[src/rtl/scope_pkg.sv]
// Shared types and sizes for the oscilloscope capture path.
package scope_pkg;

    localparam int ADC_W  = 12;
    localparam int ADDR_W = 10;
    localparam int TB_MAX = 7;
    localparam int TB_W   = 3;

    typedef enum logic [1:0] {
        ST_IDLE    = 2'd0,
        ST_ARM     = 2'd1,
        ST_CAPTURE = 2'd2,
        ST_HOLD    = 2'd3
    } state_t;

    // Number of valid samples between stored samples for a decimation exponent.
    function automatic logic [7:0] dec_period(input logic [TB_W-1:0] tb);
        return 8'd1 << tb;
    endfunction

endpackage

[src/rtl/timebase_sel.sv]
// Up/down selector for the decimation exponent, saturating at 0 and TB_MAX.
module timebase_sel
    import scope_pkg::*;
(
    input  logic            clk,
    input  logic            reset,
    input  logic            button_u,
    input  logic            button_d,
    output logic [TB_W-1:0] timebase
);

    logic [TB_W-1:0] tb_reg;
    logic [TB_W-1:0] tb_next;

    always_comb begin
        tb_next = tb_reg;
        if (button_u && !button_d && tb_reg != TB_W'(TB_MAX)) begin
            tb_next = tb_reg + TB_W'(1);
        end else if (button_d && !button_u && tb_reg != '0) begin
            tb_next = tb_reg - TB_W'(1);
        end
    end

    always_ff @(posedge clk or negedge reset) begin
        if (!reset) begin
            tb_reg <= '0;
        end else begin
            tb_reg <= tb_next;
        end
    end

    assign timebase = tb_reg;

endmodule

[src/rtl/capture_ctrl.sv]
// Trigger/capture sequencer: drives the ADC, finds a rising-edge trigger and
// streams one decimated frame into the sample buffer for the display.
module capture_ctrl
    import scope_pkg::*;
#(
    parameter int DEPTH        = 640,
    parameter int AUTO_TIMEOUT = 4096
)(
    input  logic              CLK,
    input  logic              reset,
    input  logic              run,
    input  logic              button_u,
    input  logic              button_d,
    input  logic [ADC_W-1:0]  trig_level,
    output logic              adc_start,
    input  logic              adc_busy,
    input  logic              adc_valid,
    input  logic [ADC_W-1:0]  adc_data,
    output logic              wr_en,
    output logic [ADDR_W-1:0] wr_addr,
    output logic [ADC_W-1:0]  wr_data,
    output logic              frame_ready,
    input  logic              frame_ack,
    output logic [TB_W-1:0]   timebase
);

    localparam int TO_W = $clog2(AUTO_TIMEOUT + 1);

    state_t            state_reg, state_next;
    logic [TB_W-1:0]   tb_latched_reg;
    logic [TO_W-1:0]   to_cnt_reg;
    logic [7:0]        dec_cnt_reg;
    logic [ADC_W-1:0]  prev_reg;
    logic              prev_valid_reg;
    logic              outstanding_reg;
    logic              adc_start_reg;
    logic              wr_en_reg;
    logic              frame_ready_reg;
    logic [ADDR_W-1:0] wr_addr_reg;
    logic [ADC_W-1:0]  wr_data_reg;

    logic sample, arm_entry, trigger, cap_write, issue, dec_hit;

    timebase_sel u_timebase_sel (
        .clk      (CLK),
        .reset    (reset),
        .button_u (button_u),
        .button_d (button_d),
        .timebase (timebase)
    );

    always_comb begin
        state_next = state_reg;
        arm_entry  = 1'b0;
        trigger    = 1'b0;
        cap_write  = 1'b0;
        sample     = adc_valid && run;
        dec_hit    = (dec_cnt_reg + 8'd1) == dec_period(tb_latched_reg);
        if (!run) begin
            state_next = ST_IDLE;
        end else begin
            case (state_reg)
                ST_IDLE: begin
                    state_next = ST_ARM;
                    arm_entry  = 1'b1;
                end
                ST_ARM: begin
                    if (adc_valid) begin
                        // The auto-timeout fires on the AUTO_TIMEOUT-th sample itself.
                        trigger = (prev_valid_reg && prev_reg < trig_level
                                   && adc_data >= trig_level)
                               || (to_cnt_reg == TO_W'(AUTO_TIMEOUT - 1));
                        if (trigger) begin
                            state_next = (DEPTH == 1) ? ST_HOLD : ST_CAPTURE;
                        end
                    end
                end
                ST_CAPTURE: begin
                    if (adc_valid && dec_hit) begin
                        cap_write = 1'b1;
                        if (wr_addr_reg == ADDR_W'(DEPTH - 2)) begin
                            state_next = ST_HOLD;
                        end
                    end
                end
                ST_HOLD: begin
                    if (frame_ack) begin
                        state_next = ST_ARM;
                        arm_entry  = 1'b1;
                    end
                end
                default: state_next = ST_IDLE;
            endcase
        end
        // A conversion finishing this cycle frees the ADC for a back-to-back start.
        issue = run && (state_reg == ST_ARM || state_reg == ST_CAPTURE)
             && state_next != ST_HOLD && !adc_busy
             && (!outstanding_reg || adc_valid);
    end

    always_ff @(posedge CLK or negedge reset) begin
        if (!reset) begin
            state_reg <= ST_IDLE;
        end else begin
            state_reg <= state_next;
        end
    end

    always_ff @(posedge CLK or negedge reset) begin
        if (!reset) begin
            adc_start_reg   <= 1'b0;
            wr_en_reg       <= 1'b0;
            frame_ready_reg <= 1'b0;
            outstanding_reg <= 1'b0;
            tb_latched_reg  <= '0;
            to_cnt_reg      <= '0;
            dec_cnt_reg     <= '0;
            prev_reg        <= '0;
            prev_valid_reg  <= 1'b0;
            wr_addr_reg     <= '0;
            wr_data_reg     <= '0;
        end else begin
            adc_start_reg   <= issue;
            wr_en_reg       <= trigger || cap_write;
            frame_ready_reg <= (state_next == ST_HOLD);
            if (issue) begin
                outstanding_reg <= 1'b1;
            end else if (adc_valid) begin
                outstanding_reg <= 1'b0;
            end
            if (arm_entry) begin
                tb_latched_reg <= timebase;
                to_cnt_reg     <= '0;
                prev_valid_reg <= 1'b0;
            end else if (state_reg == ST_ARM && sample) begin
                prev_reg       <= adc_data;
                prev_valid_reg <= 1'b1;
                to_cnt_reg     <= to_cnt_reg + TO_W'(1);
            end
            if (trigger) begin
                wr_addr_reg <= '0;
                wr_data_reg <= adc_data;
                dec_cnt_reg <= '0;
            end else if (state_reg == ST_CAPTURE && sample) begin
                dec_cnt_reg <= dec_hit ? 8'd0 : dec_cnt_reg + 8'd1;
                if (dec_hit) begin
                    wr_addr_reg <= wr_addr_reg + ADDR_W'(1);
                    wr_data_reg <= adc_data;
                end
            end
        end
    end

    assign adc_start   = adc_start_reg;
    assign wr_en       = wr_en_reg;
    assign wr_addr     = wr_addr_reg;
    assign wr_data     = wr_data_reg;
    assign frame_ready = frame_ready_reg;

endmodule

[config.mk]
export PLATFORM = sky130hd
export DESIGN_NAME = capture_ctrl
export DESIGN_NICKNAME = d
export VERILOG_FILES = /design/src/rtl/scope_pkg.sv /design/src/rtl/timebase_sel.sv /design/src/rtl/capture_ctrl.sv
export SDC_FILE = /design/constraint.sdc
export NUM_CORES = 1
export LEC_CHECK = 0
export CAP_MARGIN = 20
export CORE_ASPECT_RATIO = 0.6
export CORE_MARGIN = 3
export CORE_UTILIZATION = 50
export DETAILED_ROUTE_END_ITERATION = 7
export GPL_TIMING_DRIVEN = 1
export PLACE_DENSITY = 0.74
export SYNTH_ARGS = -nofsm -noshare
export SYNTH_HDL_FRONTEND = slang
export SYNTH_SLANG_ARGS = --single-unit
[constraint.sdc]
create_clock -name CLK -period 3.35 [get_ports CLK]
set_input_delay 0.5025 -clock CLK [delete_from_list [all_inputs] [get_ports CLK]]
set_output_delay 0.5025 -clock CLK [all_outputs]
set_load 0.05 [all_outputs]
==> results.cfg, run 1 <==
[outcome]
outcome = complete, no violations

[placement]
gp_congestion = 0.878
portBuffers = 59
post-place-ws_ns = -0.107
dp_hpwl_um = 6730
place_area_um2 = 4770

[clock_network]
cts_tree = yes
postCtsSetupBuffers = 0
cts_buffer_depth = 2
post_cts_resized = 0
cts-buffers-inserted = 9
clock_latency_ns = 0.33
cts_hold_buf = 0
root_buffer = clkbuf_16
cts_sinks = 68
clk_pin_slew_ns = 0.06
ctsHtreeMaxLevel = 3

[logic_synthesis]
ys_dominant_reg_cell = dfrtp_1
async_flop_share = 1.00
synthCells = 429
synth_seq_cells = 68
synth.distinct_cells = 48
synth_fp_nets = 494
synth.cell_area_um2 = 4080
yosysWarnings = 0
synth-edff-count = 0
yosysSeqAreaShare = 0.417
synth.avg_cell_area_um2 = 9.51

[timing]
min_period_ns = 3.14
setup_violations = 0
layout_setup_ws_ns = 0.208
hold_violations = 0
fin_hold_ws_ns = 0.0737
rsz0062_at_grt = no
finClkSkew_ns = 0.00705
max_freq_mhz = 318
max_slew_margin = 0.379
maxSlewViolCount = 0
timing.final.crit_share = 0.938
max_slew.worst_pin.slew_ns = 0.931

[critical_path]
end_kind = flop
worstSetupStartpointType = input port
path_max_fanout = 19
crit_type = input port to flop
cp.arrival_ns = 3.36
worstPathRequired_ns = 3.56

[grt]
overflow = 0
grt_max_degree = 33
grt_pass1_vias = 3109
antenna_found_initial = 0
grt_usage = 0.201
grt_pass1_wl_um = 15000

[layout]
nNetsFinal = 555
diodes = 0
finalInstanceArea_um2 = 5060
largest_reg_flops = 13
drive_gt1_frac = 0.111
area_delta_synth_final_pct = 24.0

[drt]
dr.pass1.iters = 4
route.detailed.drc = 0
wire_per_inst_um = 14.9
dr.first_iter.drc_count = 242
vias = 3339
totalWireLength_um = 8950
ant_nets = 0
viasPerCell = 5.57

[worst_hold_path]
hold_path_class = input port to asynchronous set/reset pin

[floorplanning]
io_pins = 60
core_area_um2 = 7600
die_w_um = 123
rows = 24
initial_core_util = 0.537
die_y_um = 76.0
die_area_um2 = 9320

[pwr]
p_total_uw = 2940
pwr_density_cell_nw_per_um2 = 581
p_leak_uw = 0.00223
ir_drop_uv = 445

[job]
maxCapViolCount = 0
==> cell usage in the layout, fill, tap and decap left out, types with 15 or more instances in the layout <==
master,synthesis,layout
inv_1,23,23
nand2_1,29,29
nand3_1,15,15
clkdlybuf4s50_1,0,58
mux2_2,25,25
dfrtp_1,68,68
o21ai_0,29,29
a21oi_1,31,31
ha_1,32,32
nor2_1,33,33
==> kinds of logic (layout without fill, tap and decap cells) <==
logic type / after synthesis / in the layout / synth area share
and+or+nand+nor: 149 / 149 / 0.186
AOI/OAI and AO/OA: 98 / 98 / 0.146
DFF: 68 / 68 / 0.417
buffers and inverters: 39 / 105 / 0.0417
adders and majority gates: 33 / 33 / 0.103
muxes: 26 / 26 / 0.0714
xor gates and xnor gates: 16 / 16 / 0.0343
==> cell usage after synthesis (7+ instances only) <==
library cell | number | share of area
or3_1 | 11 | 0.017
a21oi_1 | 31 | 0.038
a211oi_1 | 7 | 0.013
xor2_1 | 10 | 0.021
nor2b_1 | 7 | 0.011
ha_1 | 32 | 0.098
o21ai_0 | 29 | 0.036
nor2_1 | 33 | 0.030
nand2_1 | 29 | 0.027
nor3_1 | 10 | 0.012
nand3_1 | 15 | 0.018
inv_1 | 23 | 0.021
buf_2 | 7 | 0.0086
mux2_2 | 25 | 0.069
dfrtp_1 | 68 | 0.42
nand2b_1 | 7 | 0.011
nand4_1 | 13 | 0.020
==> where the power goes <==
part / internal (µW) / total (µW) / switching (µW)
sequential: 958 / 1120 / 162
clock: 540 / 890 / 350
combinational: 402 / 930 / 528
==> through the flow <==
step	TNS, ns	utilization	instances
after detailed placement	-1.15	0.628	583
after CTS	0	0.666	599
final	0	0.666	599
after global placement	-0.246	0.628	583
after floorplan	0	-	429
after global routing	0	0.666	599
==> worst max-delay path, stage by stage <==
cell and delay [ns]:
clkdlybuf4s50_1 0.46, inv_1 0.06, ha_1 0.29, nand2_1 0.05
o21ai_0 0.30, a211oi_1 0.12, o21ai_0 0.24, a21oi_1 0.14
o21ai_2 0.77, mux2_2 0.42
==> final timing paths <==
| kind | start | to | slack, ns | cells after the start |
|---|---|---|---|---|
| hold / removal | reset | to_cnt_reg[2]$_DFFE_PN0P_ | 0.07 | 1 |
| hold reg to reg | prev_reg[0]$_DFFE_PN0P_ | prev_reg[0]$_DFFE_PN0P_ | 0.49 | 2 |
| min in group CLK | prev_reg[0]$_DFFE_PN0P_ | prev_reg[0]$_DFFE_PN0P_ | 0.49 | 2 |
| setup / recovery | trig_level[2] | wr_data[1]$_DFFE_PN0P_ | 0.21 | 10 |
| setup reg to reg | dec_cnt_reg[1]$_DFFE_PN0P_ | wr_addr[9]$_DFFE_PN0P_ | 0.36 | 9 |
| max in group asynchronous | reset | dec_cnt_reg[2]$_DFFE_PN0P_ | 2.54 | 2 |
==> cell type report <==
class | instances | area (µm²)
clock buffer | 11 | 253
clock inverter | 5 | 36.3
fill | 608 | 2540
inverter | 23 | 86.3
multi-input combinational | 322 | 2210
sequential | 68 | 1700
tap | 104 | 130
timing repair buffer | 66 | 638
==> layer usage <==
layer	track usage	wire length, µm	vias up	share of wire
met5	0	0	-	0
met4	0.0547	119	0	0.013
met3	0.0534	402	10	0.045
met2	0.282	3810	79	0.43
met1	0.304	4610	1574	0.52
li1	-	-	1676	-
Note: power is estimated with default switching activity, not from simulation.
==> inputs of run 2 (changes only) <==
- CORE_MARGIN: 3 -> not set
- SKIP_CTS_REPAIR_TIMING: not set -> 1
==> results.cfg, run 2 (synthesized netlist as in run 1, its figures left out) <==
[outcome]
outcome = complete, no violations

[pwr]
pwr_density_cell_nw_per_um2 = 597
p_leak_uw = 0.00224
ir_drop_uv = 318

[floorplanning]
die_w_um = 119
initial_core_util = 0.518
rows = 25
io_pins = 60
die_y_um = 72.0
core_area_um2 = 7880
die_area_um2 = 8540

[clock_network]
ctsHtreeMaxLevel = 3
cts_tree = yes
cts-buffers-inserted = 9
clock_latency_ns = 0.33
cts_buffer_depth = 2
root_buffer = clkbuf_16
cts_sinks = 68
clk_pin_slew_ns = 0.05

[layout]
area_delta_synth_final_pct = 24.5
final_cell_mix = dfrtp_1, clkdlybuf4s50_1, nor2_1
finalInstanceArea_um2 = 5080
multi_input_area_um2 = 2210
fill_cells = 643
diodes = 0
layout_commonest_cell = dfrtp_1
seq_area_um2 = 1700
nNetsFinal = 555
largest_reg_flops = 13
drive_gt1_frac = 0.107

[critical_path]
r2r-start = dec_cnt_reg[1]$_DFFE_PN0P_
cp_top_family = compound AO/OA/AOI/OAI gates
cp_num_cells = 10
crit_type = input port to flop
rr_worst_depth = 9
path_max_fanout = 19
worstPathRequired_ns = 3.56
end_kind = flop
worstSetupStartpointType = input port
cp-startpoint = trig_level[9]
cp_cell_sequence = clkdlybuf4s50_1, inv_1, ha_1, a21o_1, a21o_1, a21oi_1, o21a_1, a21oi_1, o21ai_2, mux2_2
slowest_delay_ns = 0.79
cp_slowest_cell = o21ai_2
cp.arrival_ns = 3.27
worst-path-buf-inv = 2

[placement]
dp_hpwl_um = 6610
portBuffers = 59
post-place-ws_ns = -0.0641
place_area_um2 = 4780
gp_congestion = 0.864

[job]
maxCapViolCount = 0

[grt]
grt_pass1_vias = 3216
grt_usage = 0.230
grt_max_degree = 34
antenna_found_initial = 0
grt_pass1_wl_um = 15500
overflow = 0

[timing]
max_slew.worst_pin.slew_ns = 0.968
finClkSkew_ns = 0.00494
timing.final.crit_share = 0.914
layout_setup_ws_ns = 0.289
maxSlewViolCount = 0
max_freq_mhz = 327
rsz0062_at_grt = no
min_period_ns = 3.06
setup_violations = 0
hold_violations = 0
max_slew_margin = 0.355
tns_ns = 0

[drt]
vias = 3377
dr.pass1.iters = 5
ant_nets = 0
totalWireLength_um = 9020
wire_per_inst_um = 15.0
route.detailed.drc = 0
viasPerCell = 5.61
dr.first_iter.drc_count = 160

[worst_hold_path]
hold_path_class = input port to asynchronous set/reset pin
-- run 2: cell type report --
| cell class | count | share of cell area |
|---|---|---|
| Timing Repair Buffer | 66 | 0.126 |
| Inverter | 23 | 0.0170 |
| Sequential cell | 68 | 0.335 |
| Multi-Input combinational cell | 322 | 0.436 |
| Clock inverter | 5 | 0.0153 |
| Clock buffer | 10 | 0.0451 |
| Tap cell | 108 | 0.0266 |
-- run 2: metrics by stage --
stage	total power, µW	utilization	hold WS [ns]	instances
finish	3040	0.645	0.246	602
global route	3190	0.645	0.304	602
CTS	3050	0.645	0.265	602
detailed placement	2060	0.606	0.485	587
global placement	2030	0.606	0.474	587
floorplan	1780	-	0.207	429
-- run 2: path summary, 6_finish.rpt --
kind	to	slack, ns
setup / recovery	wr_data[6]$_DFFE_PN0P_	0.29
hold / removal	dec_cnt_reg[3]$_DFFE_PN0P_	0.25
setup reg to reg	wr_addr[9]$_DFFE_PN0P_	0.33
hold reg to reg	prev_reg[0]$_DFFE_PN0P_	0.50
max in group asynchronous	state_reg[0]$_DFF_PN0_	2.29
min in group CLK	prev_reg[0]$_DFFE_PN0P_	0.50
-- run 2: worst reg2reg max path, delay by kind of cell (launching register included) --
kind	cells	cell delay, ns
and+or+nand+nor	4	1.41
AOI/OAI and AO/OA	3	0.55
DFF	1	0.44
adders and majority gates	1	0.30
buffers and inverters	1	0.23
-- run 2: power by group --
| part | total (µW) | switching, µW | internal (µW) |
|---|---|---|---|
| clock network | 979 | 335 | 644 |
| logic | 929 | 527 | 402 |
| registers | 1130 | 169 | 958 |
-- run 2: routing by layer --
metal,vias to the layer above,GRT usage,share of wire
met1,1619,0.332,0.51
met4,0,0.0647,0.0078
met2,76,0.340,0.43
met3,8,0.0629,0.051
li1,1674,-,-
met5,-,0,0
==> inputs of run 3 (changes only) <==
- SKIP_LAST_GASP: not set -> 1
==> results of run 3 <==
Final layout, timing and power as in run 2 (identical DEF).
